--- src/rtl/bitboard_scanner_pkg.sv ---
// Shared constants, state encoding and small bit helpers for the bitboard scanner.
package bitboard_scanner_pkg;

  localparam int WIDTH = 32;
  localparam int IDX_W = 5;

  localparam logic [WIDTH-1:0] MASK_ONE = {{(WIDTH-1){1'b0}}, 1'b1};
  localparam logic [IDX_W:0]   CNT_ONE  = {{IDX_W{1'b0}}, 1'b1};

  typedef enum logic [1:0] {
    IDLE = 2'd0,
    EMIT = 2'd1,
    FIN  = 2'd2
  } state_t;

  // True when exactly one bit of the bitboard is set.
  function automatic logic is_single(input logic [WIDTH-1:0] v);
    return (v != '0) && ((v & (v - MASK_ONE)) == '0);
  endfunction

endpackage

--- src/rtl/bitboard_scanner_if.sv ---
// Bitboard in / square-index out handshake bundle for the bitboard scanner.
interface bitboard_scanner_if;
  import bitboard_scanner_pkg::*;

  logic             in_valid;
  logic             in_ready;
  logic [WIDTH-1:0] in_mask;
  logic             out_valid;
  logic             out_ready;
  logic [IDX_W-1:0] out_square;
  logic             out_last;

  // Producer of bitboards and consumer of squares (testbench / upstream logic).
  modport master (
    output in_valid, in_mask, out_ready,
    input  in_ready, out_valid, out_square, out_last
  );

  // The scanner itself.
  modport slave (
    input  in_valid, in_mask, out_ready,
    output in_ready, out_valid, out_square, out_last
  );

endinterface

--- src/rtl/bitboard_scanner_bit_index_encoder.sv ---
// Find-first-set over a bitboard. msb_first=0 picks the lowest set bit,
// msb_first=1 picks the highest. idx is 0 when no bit is set.
module bitboard_scanner_bit_index_encoder
  import bitboard_scanner_pkg::*;
#(
  parameter int W  = WIDTH,
  parameter int IW = IDX_W
) (
  input  logic [W-1:0]  vec,
  input  logic          msb_first,
  output logic [IW-1:0] idx,
  output logic          found
);

  // Priority scan; the last match written wins, so loop direction sets priority.
  always_comb begin
    idx   = '0;
    found = |vec;
    if (msb_first) begin
      for (int i = 0; i < W; i++) begin
        if (vec[i]) idx = i[IW-1:0];
      end
    end else begin
      for (int i = W - 1; i >= 0; i--) begin
        if (vec[i]) idx = i[IW-1:0];
      end
    end
  end

endmodule

--- src/rtl/bitboard_scanner.sv ---
// Bitboard scanner: serializes a one-bit-per-square bitboard into square
// indices, one per out handshake, then pulses done.
// Build option: define BITBOARD_MSB_FIRST_EN to emit the highest set square
// first; by default squares come out lowest first.
module bitboard_scanner
  import bitboard_scanner_pkg::*;
(
  input  logic                clock,
  input  logic                reset,
  input  logic                flush,
  bitboard_scanner_if.slave   bus,
  output logic                done,
  output logic [IDX_W:0]      count,
  output logic                busy
);

`ifdef BITBOARD_MSB_FIRST_EN
  localparam logic MSB_FIRST = 1'b1;
`else
  localparam logic MSB_FIRST = 1'b0;
`endif

  state_t           state;
  logic [WIDTH-1:0] rem;
  logic [WIDTH-1:0] next_rem;
  logic [IDX_W-1:0] next_idx;
  logic             next_found;
  logic             next_single;
  logic             out_hs;

  assign out_hs      = bus.out_valid & bus.out_ready;
  assign next_single = is_single(next_rem);

  // Remaining mask after this cycle: a fresh bitboard on accept, or the
  // current square removed on a transfer. Square index and last flag are
  // derived from it so they can be registered one cycle ahead.
  always_comb begin
    next_rem = rem;
    if (state == IDLE) begin
      next_rem = bus.in_mask;
    end else if (state == EMIT && out_hs) begin
      next_rem = rem & ~(MASK_ONE << bus.out_square);
    end
  end

  bitboard_scanner_bit_index_encoder #(
    .W  (WIDTH),
    .IW (IDX_W)
  ) u_enc (
    .vec       (next_rem),
    .msb_first (MSB_FIRST),
    .idx       (next_idx),
    .found     (next_found)
  );

  // Scan sequencer with registered handshake and status outputs.
  always_ff @(posedge clock) begin
    if (reset) begin
      state          <= IDLE;
      rem            <= '0;
      bus.in_ready   <= 1'b1;
      bus.out_valid  <= 1'b0;
      bus.out_square <= '0;
      bus.out_last   <= 1'b0;
      done           <= 1'b0;
      count          <= '0;
      busy           <= 1'b0;
    end else begin
      case (state)
        IDLE: begin
          done <= 1'b0;
          if (bus.in_valid && bus.in_ready) begin
            rem          <= next_rem;
            count        <= '0;
            bus.in_ready <= 1'b0;
            busy         <= 1'b1;
            if (next_found) begin
              state          <= EMIT;
              bus.out_valid  <= 1'b1;
              bus.out_square <= next_idx;
              bus.out_last   <= next_single;
            end else begin
              // Empty bitboard: nothing to emit, go straight to completion.
              state <= FIN;
              done  <= 1'b1;
            end
          end
        end

        EMIT: begin
          if (flush) begin
            // Abort wins over a same-cycle transfer; count keeps what was sent.
            state          <= IDLE;
            rem            <= '0;
            bus.in_ready   <= 1'b1;
            bus.out_valid  <= 1'b0;
            bus.out_square <= '0;
            bus.out_last   <= 1'b0;
            busy           <= 1'b0;
          end else if (out_hs) begin
            rem   <= next_rem;
            count <= count + CNT_ONE;
            if (bus.out_last) begin
              state          <= FIN;
              bus.out_valid  <= 1'b0;
              bus.out_square <= '0;
              bus.out_last   <= 1'b0;
              done           <= 1'b1;
            end else begin
              bus.out_square <= next_idx;
              bus.out_last   <= next_single;
            end
          end
        end

        FIN: begin
          state        <= IDLE;
          done         <= 1'b0;
          bus.in_ready <= 1'b1;
          busy         <= 1'b0;
        end

        default: begin
          state          <= IDLE;
          rem            <= '0;
          bus.in_ready   <= 1'b1;
          bus.out_valid  <= 1'b0;
          bus.out_square <= '0;
          bus.out_last   <= 1'b0;
          done           <= 1'b0;
          busy           <= 1'b0;
        end
      endcase
    end
  end

endmodule

--- src/flat_wrapper.sv ---
// flat-port wrapper written by rule: the top's interface ports become plain ports
module bitboard_scanner_flat import bitboard_scanner_pkg::*;
  (clock, reset, flush, done, count, busy, bus_in_valid, bus_in_mask, bus_out_ready, bus_in_ready, bus_out_valid, bus_out_square, bus_out_last);
  bitboard_scanner_if bus_i ();
  input  logic clock;
  input  logic reset;
  input  logic flush;
  output logic done;
  output logic [IDX_W:0] count;
  output logic busy;
  input wire logic [$bits(bus_i.in_valid)-1:0] bus_in_valid;
  input wire logic [$bits(bus_i.in_mask)-1:0] bus_in_mask;
  input wire logic [$bits(bus_i.out_ready)-1:0] bus_out_ready;
  output wire logic [$bits(bus_i.in_ready)-1:0] bus_in_ready;
  output wire logic [$bits(bus_i.out_valid)-1:0] bus_out_valid;
  output wire logic [$bits(bus_i.out_square)-1:0] bus_out_square;
  output wire logic [$bits(bus_i.out_last)-1:0] bus_out_last;
  assign bus_i.in_valid = bus_in_valid;
  assign bus_i.in_mask = bus_in_mask;
  assign bus_i.out_ready = bus_out_ready;
  assign bus_in_ready = bus_i.in_ready;
  assign bus_out_valid = bus_i.out_valid;
  assign bus_out_square = bus_i.out_square;
  assign bus_out_last = bus_i.out_last;
  bitboard_scanner u_core (.clock(clock), .reset(reset), .flush(flush), .bus(bus_i), .done(done), .count(count), .busy(busy));
endmodule
--- config.mk ---
export PLATFORM = sky130hd
export DESIGN_NAME = bitboard_scanner_flat
export DESIGN_NICKNAME = d
export VERILOG_FILES = /design/src/rtl/bitboard_scanner_pkg.sv /design/src/rtl/bitboard_scanner_if.sv /design/src/rtl/bitboard_scanner_bit_index_encoder.sv /design/src/rtl/bitboard_scanner.sv /design/src/flat_wrapper.sv
export SDC_FILE = /design/constraint.sdc
export NUM_CORES = 1
export LEC_CHECK = 0
export BUFFER_PORTS_ARGS = -buffer_cell sky130_fd_sc_hd__buf_2
export CAP_MARGIN = 0
export CORE_ASPECT_RATIO = 0.7
export CORE_MARGIN = 4
export CORE_UTILIZATION = 63
export DETAILED_ROUTE_END_ITERATION = 10
export GPL_ROUTABILITY_DRIVEN = 0
export PLACE_DENSITY = 0.86
export SYNTH_ARGS = -nofsm -noshare
export SYNTH_HDL_FRONTEND = slang
export SYNTH_SLANG_ARGS = --single-unit
--- constraint.sdc ---
create_clock -name clock -period 8.3 [get_ports clock]
set_input_delay 0.83 -clock clock [delete_from_list [all_inputs] [get_ports clock]]
set_output_delay 0.83 -clock clock [all_outputs]
set_load 0.02 [all_outputs]
==> results.py <==
metrics = {
    "clock_network": {
        "clock-sinks": 50,
        "cts.htree.levels": 2,
        "clockRootBuffer": "clkbuf_8",
        "cts_resized": 0,
        "cts_tree": "done",
        "hold_buffers": 0,
        "clk_path_buf_depth": 2,
        "cts-buffers-inserted": 5,
        "cts.clk_slew.worst_paths_ns": 0.11,
        "insertion_delay_ns": 0.32,
        "post_cts_buffers": 0,
    },
    "synth": {
        "yosys_warnings": 0,
        "synthArstFlopShare": 0,
        "yosys_register_bits": 50,
        "syn_avg_cell_area_um2": 7.19,
        "synth_nets": 599,
        "netlist_instances": 561,
        "synthFlopType": "dfxtp_1",
        "synth_edf_count": 0,
        "syn_area_um2": 4030,
        "ys_types": 75,
        "synth-seq-area-share": 0.248,
    },
    "worst_setup_path": {
        "crit_arrival_ns": 4.30,
        "critPathKind": "reg -> reg",
        "critPathLaunch": "u_core.state[0]$_SDFFE_PP0P_",
        "worst_ep_required_time_ns": 8.53,
        "critPathCaptureType": "flip-flop",
        "timing.rr.end": "u_core.bus.out_last$_SDFFE_PP0P_",
        "critical_path.max_fanout": 20,
        "startpoint_type": "flip-flop",
        "timing.rr.start": "u_core.state[0]$_SDFFE_PP0P_",
        "regToRegSetupSlack_ns": 4.23,
        "r2r_cells": 10,
    },
    "die": {
        "die_w_um": 104,
        "rows": 24,
        "dieArea_um2": 7770,
        "die_y_um": 74.9,
        "start_util": 0.649,
        "io_pins": 53,
        "core_area_um2": 6220,
    },
    "timing": {
        "slew_headroom": 0.145,
        "fmax_ghz": 0.246,
        "finalCritPeriodShare": 0.490,
        "hold_slack_ns": 0.489,
        "setup_ws_ns": 4.23,
        "fin_skew_ns": 0.0114,
        "rsz0062_at_grt": "no",
        "setup_viol_count_final": 0,
        "finalHoldViolCount": 0,
        "period_needed_ns": 4.07,
        "worst_slew_pin_slew_ns": 1.28,
        "setup_tns_ns": 0,
        "slew_violations": 0,
    },
    "routing": {
        "wl_per_cell_um": 21.1,
        "drt_wl_total_um": 13900,
        "route.detailed.drc": 0,
        "final_antenna_net_count": 0,
        "avgViaCountPerCell": 7.35,
        "drtPass1Iterations": 7,
        "dr.first_iter.drc_count": 901,
        "vias": 4856,
    },
    "finish": {
        "area_delta_synth_final_pct": 8.28,
        "most-common-layout-cells": "68 x nor2_1, 65 x nand2_1, 52 x buf_2",
        "final_net_count": 620,
        "diodes": 0,
        "fillers": 509,
        "layout_commonest_cell": "nor2_1",
        "drive_gt1_frac": 0.173,
    },
    "pwr": {
        "p_per_area_nw_per_um2": 173,
        "ir_worst_vdd_mv": 0.100,
        "p_leak_nw": 1.63,
    },
    "global_routing": {
        "grt_start_max_net_pins": 52,
        "grt_first_pass_wirelength_um": 21800,
        "grt-ovfl-total": 0,
        "grt.total_usage": 0.348,
        "grt_pass1_vias": 4244,
        "antenna_found_initial": 0,
    },
    "placed_design": {
        "dpl_worst_slack_ns": 4.37,
        "port-buffer-count": 52,
        "hpwl_um": 9540,
    },
    "hold_path": {
        "holdPathStages": 2,
        "min_from": "u_core.rem[6]$_SDFFE_PP0P_",
        "hp-class": "reg -> reg",
        "hold-path-endpoint": "u_core.rem[6]$_SDFFE_PP0P_",
    },
    "run_status": {
        "outcome": "complete, no violations",
    },
    "run": {
        "drv_cap": 0,
    },
}
cells by family (layout without fill, tap and decap cells):
logic type                 Yosys count  count (layout)  share of synthesized area
and+or+nand+nor                    252             252                      0.326
buffers and inverters               52              74                     0.0605
xor gates and xnor gates             4               4                    0.00869
muxes                                7               7                     0.0177
AOI/OAI and AO/OA                  195             195                      0.336
adders and majority gates            1               1                    0.00310
DFF                                 50              50                      0.248
cells in the mapped netlist, types with 12 or more instances:
cell type	n	share of area
a211oi_1	12	0.022
a21oi_1	48	0.060
a22oi_1	12	0.022
and2_1	13	0.020
clkbuf_1	20	0.019
dfxtp_1	50	0.25
nand2_1	65	0.061
nand3_1	18	0.022
nor2_1	68	0.063
nor3_1	18	0.022
o211ai_1	12	0.022
o21ai_0	31	0.038
worst max path at each step:
stage | endpoint | slack, ns | cells after the start
after global routing | u_core.bus.out_last$_SDFFE_PP0P_ | 4.09 | 10
final | u_core.bus.out_last$_SDFFE_PP0P_ | 4.23 | 10
after CTS | u_core.done$_SDFFE_PP0P_ | 4.43 | 9
after floorplan | u_core.done$_SDFFE_PP0P_ | 5.23 | 9
after global placement | u_core.state[1]$_SDFFE_PP0P_ | 4.58 | 9
after detailed placement | u_core.done$_SDFFE_PP0P_ | 4.37 | 9
sequential cells by signal (all words and copies together) (netlist names):
signal and count:
u_core.bus.in_ready 1, u_core.bus.out_last 1, u_core.bus.out_square 5, u_core.bus.out_valid 1, u_core.busy 1, u_core.count 6, u_core.done 1, u_core.rem 32
u_core.state 2
worst max-delay path, cell delays in order (launching register included):
cell,delay [ns]
dfxtp_1,0.61
buf_4,0.35
and4b_1,0.59
nand3_1,0.16
a31o_2,0.35
or3_1,0.50
nor4_4,0.58
o221ai_2,0.18
nor4_1,0.37
nand4_1,0.15
o32ai_1,0.14
stage by stage:
stage               instance area [um2]  power [mW]  instances   util
detailed placement                 4230       0.525        653  0.680
global route                       4370       0.781        661  0.702
floorplan                          4030       0.458        561      -
global placement                   4230       0.518        653  0.680
finish                             4370       0.756        661  0.702
CTS                                4370       0.736        661  0.702
cell type report:
cell class	instances	area [um2]	share of cell area
clock buffer	5	68.8	0.0158
clock inverter	3	68.8	0.0158
inverter	9	33.8	0.00774
multi-input combinational	459	2800	0.641
sequential	50	1000	0.229
tap	78	97.6	0.0223
timing repair buffer	57	298	0.0682
power breakdown:
part / total, mW / internal, mW / switching [mW]
combinational: 0.262 / 0.0832 / 0.178
sequential: 0.276 / 0.255 / 0.0208
clock: 0.218 / 0.121 / 0.0970
total: 0.756 / 0.459 / 0.296
metal layers:
layer	up-vias	routed length [um]	global-route usage
li1	2139	-	-
met1	2152	5550	0.467
met2	461	5630	0.541
met3	104	2170	0.110
met4	0	609	0.118
met5	-	0	0
(Power assumes the default switching activity.)
